**config.mk**
```make
export PLATFORM = sky130hd
export DESIGN_NAME = pipe_ctrl
export DESIGN_NICKNAME = d
export VERILOG_FILES = /design/src/rtl/pipe_ctrl_pkg.sv /design/src/rtl/pipe_ctrl_sat_counter.sv /design/src/rtl/pipe_ctrl.sv
export SDC_FILE = /design/constraint.sdc
export NUM_CORES = 1
export LEC_CHECK = 0
export CAP_MARGIN = 20
export CORE_AREA = 2 2 75 77
export DETAILED_ROUTE_END_ITERATION = 12
export DIE_AREA = 0 0 77 79
export GPL_ROUTABILITY_DRIVEN = 0
export HOLD_SLACK_MARGIN = 0.1
export PLACE_DENSITY = 0.74
export RECOVER_POWER = 100
export SYNTH_ARGS = -nofsm -noshare
export SYNTH_HDL_FRONTEND = slang
export SYNTH_HIERARCHICAL = 1
export SYNTH_SLANG_ARGS = --single-unit
```
**constraint.sdc**
```tcl
create_clock -name clk -period 2.55 [get_ports clk]
set_input_delay 0.51 -clock clk [delete_from_list [all_inputs] [get_ports clk]]
set_output_delay 0.51 -clock clk [all_outputs]
set_load 0.05 [all_outputs]
```
**src/rtl/pipe_ctrl_pkg.sv**
```systemverilog
// Shared types and the RUN-state priority decision for the 3-stage pipeline controller.
package pipe_ctrl_pkg;

  typedef enum logic [2:0] {
    ST_RESET = 3'd0,
    ST_RUN   = 3'd1,
    ST_MWAIT = 3'd2,
    ST_MCYC  = 3'd3,
    ST_FLUSH = 3'd4,
    ST_HALT  = 3'd5
  } state_t;

  typedef struct packed {
    logic pc_en;
    logic fd_en;
    logic fd_flush;
    logic dw_en;
    logic dw_flush;
  } ctrl_t;

  typedef struct packed {
    ctrl_t  ctrl;
    state_t next;
    logic   load_cnt;
  } decision_t;

  localparam ctrl_t CTRL_FREEZE = 5'b00000;
  localparam ctrl_t CTRL_RUN    = 5'b11010;
  localparam ctrl_t CTRL_BUBBLE = 5'b00011;
  localparam ctrl_t CTRL_TRAP   = 5'b11111;
  localparam ctrl_t CTRL_REDIR  = 5'b11110;
  localparam ctrl_t CTRL_NOFET  = 5'b01110;

  // mask_mem / mask_mc suppress the memory-wait and multi-cycle terms when
  // resuming from MWAIT or MCYC; flush_multi is 0 when a redirect costs one bubble.
  function automatic decision_t run_decision(
    input logic trap,
    input logic redirect,
    input logic dmem_req,
    input logic dmem_ready,
    input logic mc_start,
    input logic ld_use,
    input logic if_valid,
    input logic halt_req,
    input logic mask_mem,
    input logic mask_mc,
    input logic flush_multi
  );
    decision_t d;
    d.ctrl     = CTRL_RUN;
    d.next     = ST_RUN;
    d.load_cnt = 1'b0;
    if (trap) begin
      d.ctrl     = CTRL_TRAP;
      d.load_cnt = 1'b1;
      d.next     = flush_multi ? ST_FLUSH : ST_RUN;
    end else if (redirect) begin
      d.ctrl     = CTRL_REDIR;
      d.load_cnt = 1'b1;
      d.next     = flush_multi ? ST_FLUSH : ST_RUN;
    end else if (!mask_mem && dmem_req && !dmem_ready) begin
      d.ctrl = CTRL_FREEZE;
      d.next = ST_MWAIT;
    end else if (!mask_mc && mc_start) begin
      d.ctrl = CTRL_BUBBLE;
      d.next = ST_MCYC;
    end else if (ld_use) begin
      d.ctrl = CTRL_BUBBLE;
    end else if (!if_valid) begin
      d.ctrl = CTRL_NOFET;
    end else if (halt_req) begin
      d.ctrl = CTRL_FREEZE;
      d.next = ST_HALT;
    end else begin
      d.ctrl = CTRL_RUN;
    end
    return d;
  endfunction

endpackage

```
**src/rtl/pipe_ctrl_sat_counter.sv**
```systemverilog
// Saturating up-counter; holds at all-ones instead of wrapping.
module sat_counter #(
  parameter int CNTW = 32
) (
  input  logic            clk,
  input  logic            rst,
  input  logic            inc,
  output logic [CNTW-1:0] count
);

  logic [CNTW-1:0] count_r;

  // count register with saturation at the maximum value
  always_ff @(posedge clk or negedge rst) begin
    if (!rst) begin
      count_r <= '0;
    end else if (inc && (count_r != {CNTW{1'b1}})) begin
      count_r <= count_r + CNTW'(1);
    end else begin
      count_r <= count_r;
    end
  end

  assign count = count_r;

endmodule

```
**src/rtl/pipe_ctrl.sv**
```systemverilog
// Pipeline sequencing controller: Mealy enables/NOP selects for PC, F->D and D->W banks,
// with stall, flush and debug-halt handling plus a saturating stall-cycle counter.
module pipe_ctrl
  import pipe_ctrl_pkg::*;
#(
  parameter int FLUSH_CYC = 1,
  parameter int CNTW      = 32
) (
  input  logic            clk,
  input  logic            rst,
  input  logic            if_valid,
  input  logic            ld_use,
  input  logic            mc_start,
  input  logic            mc_done,
  input  logic            dmem_req,
  input  logic            dmem_ready,
  input  logic            redirect,
  input  logic            trap,
  input  logic            halt_req,
  output logic            pc_en,
  output logic            fd_en,
  output logic            fd_flush,
  output logic            dw_en,
  output logic            dw_flush,
  output logic            halted,
  output logic [CNTW-1:0] stall_cnt,
  output logic [2:0]      state
);

  localparam logic [2:0] FLUSH_LOAD  = 3'(FLUSH_CYC - 1);
  localparam logic       FLUSH_MULTI = (FLUSH_CYC > 1) ? 1'b1 : 1'b0;

  state_t     state_r;
  state_t     state_nxt;
  logic [2:0] cnt_r;
  logic [2:0] cnt_nxt;
  logic       halted_r;
  ctrl_t      ctrl_s;
  decision_t  dec_s;
  logic       stall_inc_s;

  assign dec_s = run_decision(trap, redirect, dmem_req, dmem_ready, mc_start, ld_use,
                              if_valid, halt_req, state_r == ST_MWAIT,
                              state_r == ST_MCYC, FLUSH_MULTI);

  // next-state, flush-count and bank-control decode
  always_comb begin
    ctrl_s    = CTRL_FREEZE;
    state_nxt = state_r;
    cnt_nxt   = cnt_r;
    case (state_r)
      ST_RESET: begin
        state_nxt = ST_RUN;
      end
      ST_RUN: begin
        ctrl_s    = dec_s.ctrl;
        state_nxt = dec_s.next;
        if (dec_s.load_cnt) cnt_nxt = FLUSH_LOAD;
        else                cnt_nxt = cnt_r;
      end
      ST_MWAIT: begin
        if (dmem_ready) begin
          ctrl_s    = dec_s.ctrl;
          state_nxt = dec_s.next;
          if (dec_s.load_cnt) cnt_nxt = FLUSH_LOAD;
          else                cnt_nxt = cnt_r;
        end else begin
          ctrl_s = CTRL_FREEZE;
        end
      end
      ST_MCYC: begin
        if (mc_done) begin
          ctrl_s    = dec_s.ctrl;
          state_nxt = dec_s.next;
          if (dec_s.load_cnt) cnt_nxt = FLUSH_LOAD;
          else                cnt_nxt = cnt_r;
        end else begin
          ctrl_s = CTRL_BUBBLE;
        end
      end
      ST_FLUSH: begin
        // redirect is deliberately not consulted here; only a trap restarts the window
        ctrl_s = CTRL_TRAP;
        if (trap) begin
          cnt_nxt   = FLUSH_LOAD;
          state_nxt = FLUSH_MULTI ? ST_FLUSH : ST_RUN;
        end else if (cnt_r <= 3'd1) begin
          cnt_nxt   = 3'd0;
          state_nxt = ST_RUN;
        end else begin
          cnt_nxt   = cnt_r - 3'd1;
          state_nxt = ST_FLUSH;
        end
      end
      ST_HALT: begin
        ctrl_s = CTRL_FREEZE;
        if (!halt_req) state_nxt = ST_RUN;
        else           state_nxt = ST_HALT;
      end
      default: begin
        ctrl_s    = CTRL_FREEZE;
        state_nxt = ST_RESET;
        cnt_nxt   = 3'd0;
      end
    endcase
  end

  // state, flush count and halted flag registers
  always_ff @(posedge clk or negedge rst) begin
    if (!rst) begin
      state_r  <= ST_RESET;
      cnt_r    <= 3'd0;
      halted_r <= 1'b0;
    end else begin
      state_r  <= state_nxt;
      cnt_r    <= cnt_nxt;
      halted_r <= (state_nxt == ST_HALT);
    end
  end

  assign stall_inc_s = !ctrl_s.pc_en && (state_r != ST_RESET) && (state_r != ST_HALT);

  sat_counter #(.CNTW(CNTW)) u_stall_cnt (
    .clk   (clk),
    .rst   (rst),
    .inc   (stall_inc_s),
    .count (stall_cnt)
  );

  assign pc_en    = ctrl_s.pc_en;
  assign fd_en    = ctrl_s.fd_en;
  assign fd_flush = ctrl_s.fd_flush;
  assign dw_en    = ctrl_s.dw_en;
  assign dw_flush = ctrl_s.dw_flush;
  assign halted   = halted_r;
  assign state    = state_r;

endmodule
```
==> run metrics <==
status finished, final reports clean; main area contributors after synthesis dfrtp_1, xnor2_1, nand4_1, nand3_1, nand2_1; initial core utilization 0.432; setup violators final 0; IO Count 52; Syn Nets 246; Worst-Skew Late Latency 290 ps; Synth Warn # 6; FMAX 402 MHz; Die Area 6080 sq um; startpoint types input pin; PwrDens 753 nW/um^2; Die X 77 microns; setup TNS 0 ps; Reg2Reg Setup Slack 220 ps; I/O Buffers 51; part of the cycle the worst path needs 0.974; Worst Path Arrival 1970 ps; drt first-iter violations 97; Num CTS Buffers 5; Power, Total 2520 uW; vias in the first global route 2053; Worst-path clk slew 80 ps; fin nets 327; clock sink total 39; antenna cells 0; GRT Util Overall 0.192; ys flop type dfrtp_1; worst rel slew slack 0.437; critical path type input pin to output pin; HP Class input pin to async pin; Synth cell types 53; Synth Area per Inst 9.89 sq um; Synth top area share 0.423; Final min period 2480 ps; TritonCTS clock tree built; final wirelength 5650 microns; reg2reg end u_stall_cnt/count[15]; slew at the pin closest to its max-slew limit 845 ps; wire per inst 14.6 microns; VDD IR max 0.517 mV; register area 981 sq um; register area share after synthesis 0.423; pin count of the biggest net entering global routing 40; DR vias/cell 5.39; pre-CTS setup slack -375 ps; Pleak 0.00140 uW; synthesis-to-finish area growth 45.0%; final worst slack 65.2 ps; remaining global-route overflow 0; Post-Syn Area 2300 sq um; Max Clock Skew 5.02 ps; DRC viols 0; first-pass GRT wire length 9480 microns; CP max FO 3; share of cells above drive strength 1 0.225; die span in y 79 microns; DR vias 2087; Worst Setup End Kind output pin; initial antenna violation count 0; max-slew violations 0; final hold violations 0; Initial DRT Pass Iterations 4; EDFF count, synth 0; CTS HTree Levels 2; Core Box Area 5340 sq um; FF+latch count, synth 39; area of the multi-input gates 1360 sq um; Root Driver clkbuf_8; HPWL after DPL 4130 microns; Synth Instances 233; cell taking the most area after synthesis dfrtp_1; fillcell total 454; Max Cap Viol 0; antenna-violating nets left 0; CTS Buffer Depth 2; Synth async-reset ratio 1.00; Std-Cell Rows 27; reg-to-reg critical path startpoint state[0]; CP Data Required Time 2040 ps; cells on worst reg2reg path 7
==> synth_stat cells, types with 3 or more instances <==
cell      number
nand4_1       15
a21oi_1        6
inv_1          4
xor2_1         5
o211ai_1       3
xnor2_1       24
a21o_1         5
or2_1          3
nand3_1       16
nor2_1        17
nor4_1         3
nor2b_1        7
dfrtp_1       39
and4_1         4
nor3b_1        3
o21ai_1        5
nand3b_1       4
nand2_1       18
o31ai_1        3
nor3_2         3
nor3_1         4
nand2b_1       3
buf_2          3
==> worst max-delay path, stage by stage <==
cell and delay [ps]:
dlygate4sd2_1 240, nor2b_4 130, a2111oi_4 430, nor3_4 80
buf_6 140, o31ai_4 260, buf_12 170
==> metrics by stage <==
| step | utilization | instance area, sq um | cells | hold slack [ps] |
|---|---|---|---|---|
| 3_3_place_gp | 0.588 | 3140 | 375 | 487 |
| 3_5_place_dp | 0.588 | 3140 | 375 | 494 |
| 6_report | 0.626 | 3340 | 387 | 320 |
| 5_1_grt | 0.626 | 3340 | 387 | 395 |
| 2_1_floorplan | - | 2350 | 233 | 214 |
| 4_1_cts | 0.620 | 3310 | 384 | 350 |
==> worst max path at each step <==
stage | cells after the start | to | from
3_5_place_dp | 10 | u_stall_cnt/count[29] | dmem_req
4_1_cts | 9 | u_stall_cnt/count[18] | trap
3_3_place_gp | 10 | u_stall_cnt/count[29] | dmem_req
2_1_floorplan | 10 | u_stall_cnt/count[15] | state[1]
6_report | 7 | fd_flush | dmem_req
5_1_grt | 9 | u_stall_cnt/count[26] | trap
==> repair_timing <==
action	in CTS	in global routing
hold buffers	0	0
hold endpoints to repair	0	0
pin swaps	5	1
endpoints found under the setup margin	14	19
setup buffers	1	3
gates resized for setup	11	4
==> sequential cells by signal (all words and copies together) (netlist names) <==
register           cells
halted                 1
u_stall_cnt/count     32
cnt_r                  3
state                  3
==> power breakdown <==
part           total, uW  switching (uW)  internal [uW]
Sequential           809             121            688
Clock                530             214            316
Combinational       1180             653            525
Total               2520             988           1530
==> cell families after synthesis <==
| family | after synthesis | share of synthesized area |
|---|---|---|
| AND/OR/NAND/NOR | 112 | 0.288 |
| flip-flops | 39 | 0.423 |
| AO/OA/AOI/OAI | 37 | 0.130 |
| XOR/XNOR | 29 | 0.110 |
| buffers and inverters | 11 | 0.0228 |
| multiplexers | 3 | 0.0141 |
| adder cells (fa/ha/maj) | 2 | 0.0109 |
==> final cells by class <==
class                           count  area share
Tap cell                           72      0.0270
Clock inverter                      2      0.0105
Timing Repair Buffer               80       0.231
Sequential cell                    39       0.294
Clock buffer                        6      0.0247
Multi-Input combinational cell    183       0.407
Inverter                            5     0.00562
==> cell usage in the layout (no fill, tap or decap), types with 6 or more instances in the layout <==
cell type,Yosys,final
clkdlybuf4s50_1,0,42
dfrtp_1,39,37
xnor2_1,24,24
nand3_1,16,16
nand4_1,15,15
buf_4,0,28
nor2_1,17,16
a21oi_1,6,6
nand2_1,18,18
clkbuf_8,0,6
==> metal layers <==
metal	track usage	routed length [microns]
met1	0.257	2620
met2	0.315	2770
met3	0.0455	199
met4	0.0554	71
met5	0	0
No activity file was read; power rests on OpenSTA's default activity.
